$ cat config.mk
export PLATFORM = sky130hd
export DESIGN_NAME = fu_result_buffer
export DESIGN_NICKNAME = d
export VERILOG_FILES = /design/src/rtl/fu_result_buffer.sv
export SDC_FILE = /design/constraint.sdc
export NUM_CORES = 1
export LEC_CHECK = 0
export ABC_AREA = 0
export BUFFER_PORTS_ARGS = -buffer_cell sky130_fd_sc_hd__buf_2
export CAP_MARGIN = 25
export CELL_PAD_IN_SITES_DETAIL_PLACEMENT = 0
export CELL_PAD_IN_SITES_GLOBAL_PLACEMENT = 1
export CORE_MARGIN = 4
export CORE_UTILIZATION = 39
export CTS_CLUSTER_DIAMETER = 150
export CTS_CLUSTER_SIZE = 14
export DETAILED_ROUTE_END_ITERATION = 8
export PLACE_DENSITY_LB_ADDON = 0.1
export SLEW_MARGIN = 20
export SYNTH_ARGS = -nofsm -noshare
export SYNTH_HDL_FRONTEND = slang
export SYNTH_SLANG_ARGS = --single-unit
export TNS_END_PERCENT = 5
$ cat constraint.sdc
create_clock -name clk_i -period 3.9 [get_ports clk_i]
set_input_delay 0.78 -clock clk_i [delete_from_list [all_inputs] [get_ports clk_i]]
set_output_delay 0.78 -clock clk_i [all_outputs]
set_load 0.05 [all_outputs]
$ cat src/rtl/fu_result_buffer.sv
`timescale 1ns/1ps
// fu_result_buffer: per-FU FIFO staging results for the CDB; FU_BUF_BYPASS_EN adds an empty-buffer bypass
module fu_result_buffer #(
    parameter int DEPTH     = 2,
    parameter int ROB_TAG_W = 5,
    parameter int XLEN      = 32
) (
    input  logic                       clk_i,
    input  logic                       rst_ni,
    input  logic                       squash_i,
    input  logic                       in_valid_i,
    output logic                       in_ready_o,
    input  logic [ROB_TAG_W-1:0]       in_rob_tag_i,
    input  logic [XLEN-1:0]            in_v_i,
    input  logic                       in_take_branch_i,
    input  logic [XLEN-1:0]            in_branch_loc_i,
    output logic                       done_o,
    output logic [ROB_TAG_W-1:0]       rob_tag_o,
    output logic [XLEN-1:0]            v_o,
    output logic                       take_branch_o,
    output logic [XLEN-1:0]            branch_loc_o,
    input  logic                       cdb_ack_i,
    output logic [$clog2(DEPTH+1)-1:0] count_o
);
    localparam int CW = $clog2(DEPTH + 1);
    localparam int PW = (DEPTH > 1) ? $clog2(DEPTH) : 1;

    typedef struct packed {
        logic [ROB_TAG_W-1:0] tag;
        logic [XLEN-1:0]      v;
        logic                 tb;
        logic [XLEN-1:0]      bl;
    } ent_t;

    ent_t          mem_q [DEPTH];
    ent_t          in_e, out_e;
    logic [PW-1:0] head_q, head_d, tail_q, tail_d;
    logic [CW-1:0] count_q, count_d;
    logic          empty, push, pop, wr;

    // Handshake, pointer advance and head presentation; squash overrides everything
    always_comb begin
        in_e       = '{tag: in_rob_tag_i, v: in_v_i, tb: in_take_branch_i, bl: in_branch_loc_i};
        empty      = count_q == '0;
        in_ready_o = rst_ni & (count_q < CW'(DEPTH)) & ~squash_i;
        push       = in_valid_i & in_ready_o;
        pop        = ~empty & cdb_ack_i & ~squash_i;
`ifdef FU_BUF_BYPASS_EN
        wr         = push & ~(empty & cdb_ack_i);
        out_e      = (empty & push) ? in_e : (empty ? '0 : mem_q[head_q]);
        done_o     = ~empty | push;
`else
        wr         = push;
        out_e      = empty ? '0 : mem_q[head_q];
        done_o     = ~empty;
`endif
        head_d     = pop ? ((head_q == PW'(DEPTH - 1)) ? '0 : head_q + 1'b1) : head_q;
        tail_d     = wr ? ((tail_q == PW'(DEPTH - 1)) ? '0 : tail_q + 1'b1) : tail_q;
        count_d    = count_q + CW'(wr) - CW'(pop);
        if (squash_i) begin
            head_d  = '0;
            tail_d  = '0;
            count_d = '0;
        end
        rob_tag_o     = out_e.tag;
        v_o           = out_e.v;
        take_branch_o = out_e.tb;
        branch_loc_o  = out_e.bl;
        count_o       = count_q;
    end

    // Pointer and occupancy registers
    always_ff @(posedge clk_i or negedge rst_ni) begin
        if (!rst_ni) begin
            head_q  <= '0;
            tail_q  <= '0;
            count_q <= '0;
        end else begin
            head_q  <= head_d;
            tail_q  <= tail_d;
            count_q <= count_d;
        end
    end

    // Payload captured only on push; resident entries are never rewritten
    always_ff @(posedge clk_i) begin
        if (wr) mem_q[tail_q] <= in_e;
    end
endmodule
==> reports/qor.yml, run 1 <==
yosysWarnings: 0
cts_resized: 0
syn_avg_cell_area_sq_um: 17.23
final_hold_viol_count: 0
numCtsBuffers: 17
path_cells: "buf_4 -> mux2i_1 -> nor2_1 -> buf_2"
final_common_cell: "buf_2"
maxCapViolCount: 0
remaining_drc_errors: 0
core_area_sq_um: 13880
die_area_sq_um: 16100
worst_slack_ns: 0.8925
cts_tree: "done"
wl_per_cell_um: 16.47
whs_ns: 0.1915
setup_violations: 0
synth_fp_nets: 397
dpl.cell_count: 642
ant_nets: 0
pin_count: 149
skew_ns: 0.002785
gp_congestion: 0.7079
outcome: "complete, no violations"
synth_cell_type_count: 18
area_delta_synth_final_pct: 26.46
reg2reg_from: "count_o[1]"
layout_common_cells: "buf_2, edfxtp_1, nor2_1"
worstHoldPathType: "in -> async"
cts_max_path_buffers: 2
grt_overflow: 0
dr.first_iter.drc_count: 144
worstSkewPairLatency_ns: 0.41
root_buffer: "clkbuf_16"
numPortBuffers: 148
max_freq_ghz: 0.3325
drt-total-wl_mm: 10.97
die_w_um: 126.9
slew_violations: 0
cp-end-kind: "output port"
required_ns: 3.12
grt_pass1_vias: 3152
final_core_util: 0.5023
cp-startpoint: "head_q"
drive_above_1_share: 0.3724
clkTransAtPathRegs_ns: 0.05
grt_max_degree: 49
cts_sinks: 144
worst-path-max-fanout: 48
hpwl_mm: 7.176
tightest_slew_ns: 0.8595
rsz0062_at_grt: "false"
rows: 43
leakagePower_nw: 2.642
synth_area_sq_um: 5513
finalCriticalPeriod_ns: 3.008
grtUsageTotal: 0.1400
max_stage_delay_ns: 0.97
cts_max_level: 4
seq_area_frac_synth: 0.7808
die_h_um: 126.9
max_slew_margin: 0.4270
grt_pass1_wl_mm: 16.62
yosys_register_bits: 144
critPathLaunchType: "flip-flop"
worst_ep_arrival_time_ns: 2.23
peakVddDrop_v: 0.0002663
postCtsHoldBufs: 0
cp_slowest_cell: "dfrtp_4"
finalCritPeriodShare: 0.7712
grt_antenna_before_repair: 3
critical_path_class: "reg -> out"
fin_nets: 558
power.density_nw_per_um2: 550.2
total_power_mw: 3.836
drt-pass1-iter-count: 4
dpl_worst_slack_ns: 1.263
post_cts_buffers: 0
n_antenna_cell: 0
vias: 3098
synthCells: 320
start_util: 0.3972
stdcell_count: 666
vias_per_cell: 4.652
-- power breakdown --
| group | switching [mW] | internal [mW] | total (mW) |
|---|---|---|---|
| registers | 0.0404 | 1.75 | 1.79 |
| logic | 0.504 | 0.184 | 0.687 |
| clock network | 0.523 | 0.840 | 1.36 |
| total | 1.07 | 2.77 | 3.84 |
-- synthesized netlist by cell type, drive strengths merged --
cell type,n,share of area
and3b,1,0.0016
buf,15,0.017
dfrtp,4,0.018
edfxtp,140,0.76
ha,2,0.0045
inv,3,0.0020
mux2,1,0.0020
mux2i,70,0.13
nand2b,1,0.0011
nand4bb,1,0.0020
nor2,76,0.052
nor2b,2,0.0023
nor3b,1,0.0014
o21ai,1,0.00091
o22ai,1,0.0011
xnor3,1,0.0041
-- stage by stage --
stage	setup TNS, ns	instance area (sq um)
floorplan	-81.32	5513
global placement	0	6490
detailed placement	0	6490
CTS	0	6972
global route	0	6972
finish	0	6972
-- critical path: cells and delay by family (launching register included) --
kind | cells | cell delay, ns
buffers and inverters | 2 | 0.62
multiplexers | 1 | 0.09
flip-flops | 1 | 0.97
AND/OR/NAND/NOR | 1 | 0.12
-- layer usage --
layer | vias up | wire length (um) | GRT usage
li1 | 1502 | - | -
met1 | 1465 | 4615 | 0.1687
met2 | 104 | 5342 | 0.2223
met3 | 21 | 747 | 0.05474
met4 | 6 | 230 | 0.06498
met5 | - | 34 | 0
-- final timing paths --
path                                          to  cells after the start  slack [ns]
worst max register to register      mem_q[0][50]                      3        2.00
worst min register to register            tail_q                      1        0.57
worst min-delay path                  count_o[0]                      1        0.19
worst max-delay path            branch_loc_o[31]                      4        0.89
max in group asynchronous                 head_q                      1        3.54
min in group clk_i                   mem_q[1][4]                      1        0.56
-- cell type report --
class	count	area, sq um
Fill cell	1223	6909
Clock buffer	20	436.7
Sequential cell	144	4308
Inverter	3	11.26
Tap cell	180	225.2
Multi-Input combinational cell	158	1125
Timing Repair Buffer	157	820.8
Clock inverter	4	45.04
-- flip-flops by register name, summed over array words and instances, names as in the netlist --
| signal | flops |
|---|---|
| mem_q | 140 |
| count_o | 2 |
| tail_q | 1 |
| head_q | 1 |
-- kinds of logic (layout without fill, tap and decap cells) --
| logic type | Yosys count | count (layout) | share of synthesized area |
|---|---|---|---|
| AOI/OAI and AO/OA | 2 | 2 | 0.002043 |
| buffers and inverters | 18 | 184 | 0.01884 |
| xor gates and xnor gates | 1 | 1 | 0.004085 |
| adders and majority gates | 2 | 2 | 0.004539 |
| muxes | 71 | 71 | 0.1291 |
| and+or+nand+nor | 82 | 82 | 0.06060 |
| DFF | 144 | 144 | 0.7808 |
(Power assumes the default switching activity.)
==> run 2: changes to the inputs <==
--- a/config.mk
+++ b/config.mk
@@ -5,13 +5,13 @@
 export SDC_FILE = /design/constraint.sdc
 export NUM_CORES = 1
 export LEC_CHECK = 0
-export ABC_AREA = 0
+export ABC_AREA = 1
 export BUFFER_PORTS_ARGS = -buffer_cell sky130_fd_sc_hd__buf_2
 export CAP_MARGIN = 25
 export CELL_PAD_IN_SITES_DETAIL_PLACEMENT = 0
 export CELL_PAD_IN_SITES_GLOBAL_PLACEMENT = 1
 export CORE_MARGIN = 4
-export CORE_UTILIZATION = 39
+export CORE_UTILIZATION = 38
 export CTS_CLUSTER_DIAMETER = 150
 export CTS_CLUSTER_SIZE = 14
 export DETAILED_ROUTE_END_ITERATION = 8
==> constraint.sdc (replaced) <==
create_clock -name clk_i -period 2.65 [get_ports clk_i]
set_input_delay 0.53 -clock clk_i [delete_from_list [all_inputs] [get_ports clk_i]]
set_output_delay 0.53 -clock clk_i [all_outputs]
set_load 0.05 [all_outputs]
==> reports/qor.yml, run 2 <==
hold_start: "in_v_i[23]"
drt-pass1-iter-count: 4  # unchanged
final_common_cell: "nand2_1"
critical_path_class: "reg -> out"
dr.first_iter.drc_count: 280  # +94%
ff2ff_setup_slack_ns: 0.99  # -1.01 ns
die_h_um: 131.9  # +4.0%
total_power_mw: 5.970  # +56%
synth_top_family_by_area: "simple AND/OR/NAND/NOR gates"
largest_reg_flops: 140  # unchanged
skew_ns: 0.004326  # +0.001541 ns
vias_per_cell: 4.757  # +2.3%
async_flop_share: 0.02778  # unchanged
clkTransAtPathRegs_ns: 0.05  # about the same
synth_top_flop_cell: "edfxtp_1"
final_hold_viol_count: 0  # unchanged
synthCells: 410  # +28%
path_cells: "inv_6 -> nand2_1 -> a21oi_2 -> buf_2"
synth_edf_count: 140  # unchanged
n_antenna_cell: 0  # unchanged
area_delta_synth_final_pct: 24.77
worst_ep_arrival_time_ns: 1.90  # -0.33 ns
max_freq_ghz: 0.4111
rsz0062_at_grt: "false"
slew_violations: 0  # unchanged
finalCritPeriodShare: 0.9178
synth.area.mux_share: 0  # -0.1291
synth_xor_area_frac: 0  # -0.004085
cp_slowest_cell: "dfrtp_2"
tightest_slew_ns: 0.5819  # -0.2776 ns
worst_hold_path.num_cells: 1
numPortBuffers: 148  # unchanged
max_slew_margin: 0.6121  # +0.1851
worstSkewPairLatency_ns: 0.40  # about the same
cts_max_level: 4  # unchanged
fin_area_sq_um: 7279  # +4.4%
maxCapViolCount: 0  # unchanged
reg2reg_from: "count_o[1]"
drt-total-wl_mm: 12.79  # +17%
place_area_sq_um: 6689  # +3.1%
core_area_sq_um: 15150  # +9.1%
cts_tree: "done"
wl_per_cell_um: 16.73  # +1.6%
vias: 3634  # +17%
syn_avg_cell_area_sq_um: 14.23  # -17%
cts_sinks: 144  # unchanged
r2r_end: "mem_q[0][63]"
grt_antenna_before_repair: 1  # -2
rows: 45  # +4.7%
synth_cell_type_count: 16  # -2
outcome: "complete, no violations"
cp-end-kind: "output port"
grt_max_degree: 72  # +47%
die_area_sq_um: 17400  # +8.1%
path_delay_family: "buffers and inverters"
whs_ns: 0.3112  # +0.1197 ns
yosys.area_share.simple: 0.1064  # +0.04577
hold_path_end: "mem_q[1][56]"
final_core_util: 0.4806  # -0.02162
synth.most_common_cell: "nand2_1"
leakagePower_nw: 2.857  # +8.1%
synth_fp_nets: 487  # +23%
setup_violations: 0  # unchanged
yosys-top-cells-count: "nand2_1, edfxtp_1, a21oi_2"
yosysWarnings: 0  # unchanged
fin_nets: 640  # +15%
seq_area_frac_synth: 0.7377  # -0.04303
synth_area_sq_um: 5834  # +5.8%
setup_tns_ns: 0  # unchanged
remaining_drc_errors: 0  # unchanged
drive_above_1_share: 0.4514  # +0.07896
pin_count: 149  # unchanged
grt_pass1_wl_mm: 20.30  # +22%
required_ns: 2.12  # -1.00 ns
synth_area_leaders: "edfxtp_1, a21oi_2, nand2_1"
peakVddDrop_v: 0.0004326  # +62%
grt_pass1_vias: 3791  # +20%
synthAdderAreaFrac: 0.004289  # -0.0002502
worstHoldPathType: "in -> reg"
yosys.area.top_type: "edfxtp_1"
path_buf_inv: 2  # unchanged
power.density_nw_per_um2: 820.2  # +49%
max_flop_register: "mem_q"
numCtsBuffers: 17  # unchanged
start_util: 0.3852  # -0.01194
grt_overflow: 0  # unchanged
cts_max_path_buffers: 2  # unchanged
gp_congestion: 0.7234  # +2.2%
yosys_register_bits: 144  # unchanged
root_buffer: "clkbuf_16"
layout_common_cells: "nand2_1, buf_2, edfxtp_1"
critPathLaunchType: "flip-flop"
die_w_um: 131.9  # +4.0%
reg2regPathDepth: 4  # +1
hpwl_mm: 7.681  # +7.0%
ant_nets: 0  # unchanged
finalCriticalPeriod_ns: 2.432
netlist.area_leader.share: 0.7206  # -0.04203
grtUsageTotal: 0.1520  # +0.01193
worst-path-max-fanout: 71  # +48%
max_stage_delay_ns: 0.44  # -0.53 ns
synth_compound_gate_area_share: 0.1059  # +0.1039
==> run 2: power breakdown <==
| part | switching [mW] | total (mW) | internal [mW] |
|---|---|---|---|
| sequential | 0.0182 | 2.58 | 2.57 |
| combinational | 0.848 | 1.08 | 0.236 |
| clock | 0.843 | 2.30 | 1.46 |
==> run 2: how the worst max path moves through the flow <==
stage                     from                to  slack (ns)  cells after the start
finish                  head_q  branch_loc_o[28]        0.22                      4
global route            head_q           v_o[27]        0.05                      4
CTS                     head_q           v_o[20]         0.1                      4
detailed placement      head_q           v_o[20]        0.55                      4
global placement        head_q           v_o[10]        0.57                      4
floorplan           count_o[1]       mem_q[1][0]       -0.05                      3
==> run 2: logic make-up after synthesis <==
family	Yosys count
AO/OA/AOI/OAI	71
adder cells (fa/ha/maj)	2
buffers and inverters	32
flip-flops	144
AND/OR/NAND/NOR	161
==> run 2: what timing repair did <==
item / CTS / global route
hold buffers: 1 / 0
resized for setup: 0 / 1
buffers inserted: 0 / 0
hold endpoints to repair: 4 / 0
endpoints found under the setup margin: 0 / 3
==> run 2: metrics by stage <==
stage,cells,setup slack (ns)
2_1_floorplan,410,-0.04654
3_3_place_gp,731,0.5675
3_5_place_dp,731,0.5535
4_1_cts,764,0.09609
5_1_grt,764,0.04903
6_report,764,0.2177
==> run 2: area by class of cell <==
type	count	area, sq um
clock buffers	18	429.2
clock inverters	14	147.6
inverters	10	46.29
repair buffers	156	844.6
flip-flops and latches	144	4305
fillers	1368	7866
multi-input cells	234	1271
well taps	188	235.2
==> run 2: metal layers <==
layer,part of all wire,global-route usage
met1,0.43,0.1810
met2,0.49,0.2534
met3,0.063,0.05267
met4,0.016,0.06068
met5,0.00094,0
